`src/rtl/pulse_gen_if.sv`:
```
// Trigger/level-pulse bundle between a requester and the pulse generator.
// Master drives trig and observes the generated pulse and status; slave is the generator.
interface pulse_gen_if #(
  parameter int PEND_W = 3
);
  logic              trig;
  logic              sig;
  logic              busy;
  logic [PEND_W-1:0] pend_cnt;
  logic              overflow;
  logic              done;

  modport master (
    output trig,
    input  sig, busy, pend_cnt, overflow, done
  );

  modport slave (
    input  trig,
    output sig, busy, pend_cnt, overflow, done
  );
endinterface

```
`src/rtl/pulse_gen.sv`:
```
// Turns one-cycle trigger requests into HIGH_CYCLES-wide pulses separated by at least
// LOW_CYCLES low cycles; requests arriving mid-pulse wait in a saturating pending counter.
module pulse_gen #(
  parameter int HIGH_CYCLES = 3,
  parameter int LOW_CYCLES  = 2,
  parameter int MAX_PEND    = 7,
  parameter int PEND_W      = $clog2(MAX_PEND + 1)
) (
  input  logic        clk,
  input  logic        rst,
  pulse_gen_if.slave  bus
);

  localparam int PH_MAX = (HIGH_CYCLES > LOW_CYCLES) ? HIGH_CYCLES : LOW_CYCLES;
  localparam int PH_W   = (PH_MAX > 1) ? $clog2(PH_MAX) : 1;

  localparam logic [PH_W-1:0]   H_LAST = PH_W'(HIGH_CYCLES - 1);
  localparam logic [PH_W-1:0]   L_LAST = PH_W'(LOW_CYCLES - 1);
  localparam logic [PEND_W-1:0] P_MAX  = PEND_W'(MAX_PEND);
  localparam logic [PEND_W-1:0] P_ONE  = PEND_W'(1);

  typedef enum logic [1:0] {
    IDLE = 2'd0,
    HIGH = 2'd1,
    LOW  = 2'd2
  } state_t;

  state_t            state_q;
  logic [PH_W-1:0]   phase_q;
  logic              sig_q;
  logic              busy_q;
  logic [PEND_W-1:0] pend_q;
  logic              overflow_q;
  logic              done_q;

  logic              end_low;
  logic              pop;
  logic              queue_req;
  logic              restart;
  logic              drop_d;
  logic [PEND_W-1:0] pend_d;

  // A trigger landing on the last LOW edge with nothing pending starts the next
  // pulse directly, so it never sits in the counter while the FSM goes idle.
  always_comb begin
    end_low   = (state_q == LOW) && (phase_q == '0);
    pop       = end_low && (pend_q != '0);
    queue_req = bus.trig && (state_q != IDLE) && !(end_low && (pend_q == '0));
    restart   = end_low && ((pend_q != '0) || bus.trig);
    pend_d    = pend_q;
    drop_d    = 1'b0;
    if (pop && !bus.trig) begin
      pend_d = pend_q - P_ONE;
    end else if (!pop && queue_req) begin
      if (pend_q == P_MAX) drop_d = 1'b1;
      else                 pend_d = pend_q + P_ONE;
    end
  end

  always_ff @(posedge clk) begin
    if (!rst) begin
      state_q    <= IDLE;
      phase_q    <= '0;
      sig_q      <= 1'b0;
      busy_q     <= 1'b0;
      pend_q     <= '0;
      overflow_q <= 1'b0;
      done_q     <= 1'b0;
    end else begin
      pend_q     <= pend_d;
      overflow_q <= drop_d;
      done_q     <= 1'b0;
      case (state_q)
        IDLE: begin
          if (bus.trig) begin
            state_q <= HIGH;
            phase_q <= H_LAST;
            sig_q   <= 1'b1;
            busy_q  <= 1'b1;
          end
        end
        HIGH: begin
          if (phase_q == '0) begin
            state_q <= LOW;
            phase_q <= L_LAST;
            sig_q   <= 1'b0;
          end else begin
            phase_q <= phase_q - 1'b1;
          end
        end
        LOW: begin
          if (phase_q != '0) begin
            phase_q <= phase_q - 1'b1;
          end else if (restart) begin
            state_q <= HIGH;
            phase_q <= H_LAST;
            sig_q   <= 1'b1;
          end else begin
            state_q <= IDLE;
            busy_q  <= 1'b0;
            done_q  <= 1'b1;
          end
        end
        default: begin
          state_q <= IDLE;
          phase_q <= '0;
          sig_q   <= 1'b0;
          busy_q  <= 1'b0;
        end
      endcase
    end
  end

  assign bus.sig      = sig_q;
  assign bus.busy     = busy_q;
  assign bus.pend_cnt = pend_q;
  assign bus.overflow = overflow_q;
  assign bus.done     = done_q;

endmodule

```
`src/flat_wrapper.sv`:
```
// flat-port wrapper written by rule: the top's interface ports become plain ports
module pulse_gen_flat 
#(
  parameter int HIGH_CYCLES = 3,
  parameter int LOW_CYCLES  = 2,
  parameter int MAX_PEND    = 7,
  parameter int PEND_W      = $clog2(MAX_PEND + 1)
)
  (clk, rst, bus_trig, bus_sig, bus_busy, bus_pend_cnt, bus_overflow, bus_done);
  pulse_gen_if #(.PEND_W(PEND_W)) bus_i ();
  input  logic clk;
  input  logic rst;
  input wire logic [$bits(bus_i.trig)-1:0] bus_trig;
  output wire logic [$bits(bus_i.sig)-1:0] bus_sig;
  output wire logic [$bits(bus_i.busy)-1:0] bus_busy;
  output wire logic [$bits(bus_i.pend_cnt)-1:0] bus_pend_cnt;
  output wire logic [$bits(bus_i.overflow)-1:0] bus_overflow;
  output wire logic [$bits(bus_i.done)-1:0] bus_done;
  assign bus_i.trig = bus_trig;
  assign bus_sig = bus_i.sig;
  assign bus_busy = bus_i.busy;
  assign bus_pend_cnt = bus_i.pend_cnt;
  assign bus_overflow = bus_i.overflow;
  assign bus_done = bus_i.done;
  pulse_gen #(.HIGH_CYCLES(HIGH_CYCLES), .LOW_CYCLES(LOW_CYCLES), .MAX_PEND(MAX_PEND), .PEND_W(PEND_W)) u_core (.clk(clk), .rst(rst), .bus(bus_i));
endmodule
```
`config.mk`:
```
export PLATFORM = sky130hd
export DESIGN_NAME = pulse_gen_flat
export DESIGN_NICKNAME = d
export VERILOG_FILES = /design/src/rtl/pulse_gen_if.sv /design/src/rtl/pulse_gen.sv /design/src/flat_wrapper.sv
export SDC_FILE = /design/constraint.sdc
export NUM_CORES = 1
export LEC_CHECK = 0
export BUFFER_PORTS_ARGS = -buffer_cell sky130_fd_sc_hd__buf_2
export CORE_UTILIZATION = 40
export CTS_CLUSTER_SIZE = 8
export DETAILED_ROUTE_END_ITERATION = 8
export SLEW_MARGIN = 40
export SYNTH_ARGS = -nofsm -noshare
export SYNTH_HDL_FRONTEND = slang
export SYNTH_SLANG_ARGS = --single-unit
```
`constraint.sdc`:
```
create_clock -name clk -period 2.4 [get_ports clk]
set_clock_uncertainty 0.15 [all_clocks]
set_input_delay 0 -clock clk [delete_from_list [all_inputs] [get_ports clk]]
set_output_delay 0 -clock clk [all_outputs]
set_load 0.02 [all_outputs]
```
==> impl_metrics.csv <==
group,metric,value,unit
setup_path,path_max_fanout,6,
placement,dp_worst_setup_slack,349,ps
power,power.share.clock,26.3,%
setup_path,timing.critical_path.slowest_stage_cell,"dfxtp_1",
layout,syn_to_final_growth,13.0,%
placement,dp_hpwl,975,um
hold_path,hp-class,"reg -> reg",
synth,post_synthesis_sequential_element_count,11,
synth,post_synth_inst_count,86,
synth,number_of_enable_type_register_cells_in_the_synthesized_netlist,0,
clock_network,cts_htree_levels,1,
layout,final_nets,107,
power,design_power_total,473,uW
route,dr_total_vias,642,
setup_path,timing.critical_path.from_type,"flop",
setup_path,worst-setup-path-type,"reg -> reg",
clock_network,cts_setup_buffers,0,
power,max-vdd-ir-drop,0.439,mV
grt,grt_first_pass_wirelength,2300,um
route,avgRoutedWirePerCell,11.6,um
grt,globalRouteOverflowTotal,0,
setup_path,path_common_cell,"ha_1",
placement,placedInstanceArea,769,um2
floorplan,initial_core_util,45.3,%
setup_path,crit-reg2reg-capture,"u_core.bus.pend_cnt[2]",
synth,synth_fp_nets,93,
route,remaining_drc_errors,0,
hold_path,whs_path_depth,2,
power,total_leakage_power,0.000341,uW
sta,tightestPinTransition,358,ps
clock_network,cts_buffer_depth,2,
setup_path,cp_num_buf_inv,1,
placement,io_port_bufs,9,
grt,initial_antenna_violation_count,0,
layout,filler_cell_count,143,
power,power.net_switching,154,uW
grt,via_count_of_the_first_global_routing_pass,501,
setup_path,worst_reg_to_reg_path_cell_count,10,
power,share_seq_of_total_power,46.0,%
synth,syn_area_per_cell,8.39,um2
power,p_per_area,580,nW/um2
synth,yosys-top-cells-area,"dfxtp_1 31%, ha_1 6.9%, o21ai_0 6.2%",
clock_network,cts_tree,"done",
synth,ys.warnings.count,0,
setup_path,crit_path_cell_trace,"inv_1 -> ha_1 -> and4bb_4 -> nand2_1 -> xnor2_1 -> ha_1 -> nor2_1 -> a21oi_1 -> o221ai_1 -> a32oi_1",
synth,synth.yosys.seq_area_share,30.5,%
sta,fin_crit_sh,85.8,%
synth,synth.cell_area,722,um2
floorplan,chipHeight,44.5,um
synth,ys_dominant_reg_cell,"dfxtp_1",
power,p_comb_share,27.7,%
synth,synth_top_area_cell,"dfxtp_1",
sta,setup_total_negative_slack,0,ps
clock_network,clock-sinks,11,
sta,rsz_0062_raised_after_global_routing,"false",
setup_path,critical_path_capture_point_type,"flop",
setup_path,cpLargestDelayFamily,"simple AND/OR/NAND/NOR gates",
layout,finish.utilization,51.2,%
sta,period_needed,2060,ps
setup_path,r2r_start,"u_core.phase_q[0]",
power,p_int,320,uW
route,route.detailed.vias_per_inst,5.22,
grt,grt_max_degree,12,
clock_network,cts-root-buf,"clkbuf_4",
placement,routabilityCongestion,0.738,
hold_path,worstHoldStart,"u_core.phase_q[0]",
route,drt_iter0_markers,10,
clock_network,clk_latency,270,ps
sta,finalHoldViolations,0,
setup_path,r2r_slack,340,ps
status,status,"finished, final reports clean",
setup_path,arrival_time_of_data_at_the_critical_path_endpoint,2100,ps
job,max_cap_violations,0,
clock_network,cts.clk_slew.worst_paths,70,ps
clock_network,cts_inserted_buffers,3,
synth,synthDistinctLibCells,34,
grt,grt_util_all_layers,16.1,%
sta,slew_headroom,76.0,%
floorplan,fp.coreArea,1590,um2
setup_path,critical_path.max_stage_delay,320,ps
sta,timing_max_transition_violations_final,0,
layout,drive_above_1_share,22.2,%
power,swShare,32.5,%
sta,finalSetupViolations,0,
floorplan,fp.dieW,44.5,um
layout,finish.instance_area,816,um2
floorplan,io_pins,10,
sta,fmaxAchievable,0.486,GHz
route,postRouteAntennaNets,0,
synth,async_flop_share,0,%
floorplan,placement_rows,14,
hold_path,hold_end,"u_core.phase_q[0]",
synth,yosys.area.top_type_share,30.5,%
sta,fin_ws,341,ps
setup_path,worst-endpoint-required,2440,ps
route,detail_route.first_pass.iterations,4,
route,drt_wl_total,1430,um
floorplan,die_area,1980,um2
layout,n_antenna_cell,0,
[registers in the layout, summed over array words and instances (netlist names)]
signal and flops:
u_core.bus.done 1, u_core.bus.overflow 1, u_core.bus.busy 1, u_core.bus.pend_cnt 3
u_core.phase_q 2, u_core.state_q 2, u_core.bus.sig 1
[cell usage in the layout, fill, tap and decap left out, types with 3 or more instances in the layout]
master,count
dfxtp_1,11
o21ai_0,9
clkbuf_4,3
nor2_1,7
buf_2,9
nand3_1,4
nand2_1,5
ha_1,4
inv_1,5
a21oi_1,7
and2_1,3
buf_4,3
[cell type report]
cell class / instances / area (um2) / share of cell area, %
clock buffer: 4 / 26.3 / 3.22
inverter: 6 / 22.5 / 2.76
multi-input combinational: 64 / 429 / 52.6
sequential: 11 / 220 / 27.0
tap: 24 / 30.0 / 3.68
timing repair buffer: 14 / 87.6 / 10.7
[per-stage QoR]
| step | hold WS, ps | std cells |
|---|---|---|
| detailed placement | 185 | 117 |
| CTS | 390 | 123 |
| global route | 434 | 123 |
| global placement | 182 | 117 |
| floorplan | -9.28 | 86 |
| finish | 385 | 123 |
[repair_timing]
item	4_1_cts	5_1_grt
endpoints found under the hold margin	9	0
endpoints found under the setup margin	0	0
hold buffers	2	0
resized for setup	0	0
[synth_stat cells (2+ instances only)]
cell type,instances
dfxtp_1,11
o21ai_0,9
a21oi_1,7
nor2_1,7
inv_1,5
nand2_1,5
buf_6,4
ha_1,4
nand3_1,4
and2_1,3
and3_1,2
nor3_1,2
o211ai_1,2
[kinds of logic (layout without fill, tap and decap cells)]
logic type | after synthesis | count (layout) | synth area share, %
adder cells (fa/ha/maj) | 4 | 4 | 6.93
AO/OA/AOI/OAI | 30 | 30 | 28.1
flip-flops | 11 | 11 | 30.5
XOR/XNOR | 1 | 1 | 1.21
AND/OR/NAND/NOR | 29 | 29 | 23.2
buffers and inverters | 11 | 24 | 10.1
[tightest hold or removal path, stage by stage, from the launching register on]
cell	delay, ps
dfxtp_1	320
nor2_1	110
a311oi_1	60
[power groups by stage]
stage | Combinational (uW) | Sequential (uW) | Clock, uW
4_1_cts | 131 | 217 | 132
3_3_place_gp | 126 | 221 | 0
5_1_grt | 146 | 221 | 147
3_5_place_dp | 127 | 221 | 0
2_1_floorplan | 102 | 222 | 0
6_report | 131 | 218 | 124
[layer usage]
layer	global-route usage [%]	part of all wire, %
met4	3.64	0.91
met3	7.76	3.8
met1	23.0	53
met5	0	0
met2	21.5	42
[worst max path at each step]
stage	start	end	slack (ps)	cells past startpoint
6_report	u_core.phase_q[0]	u_core.bus.pend_cnt[2]	340	10
5_1_grt	u_core.phase_q[0]	u_core.bus.pend_cnt[2]	140	10
4_1_cts	u_core.phase_q[0]	u_core.bus.pend_cnt[2]	350	10
3_5_place_dp	u_core.phase_q[0]	u_core.bus.pend_cnt[2]	350	10
2_1_floorplan	u_core.bus.pend_cnt[1]	u_core.bus.pend_cnt[2]	400	9
3_3_place_gp	u_core.phase_q[0]	u_core.bus.pend_cnt[2]	410	10
No activity file was read; power rests on OpenSTA's default activity.
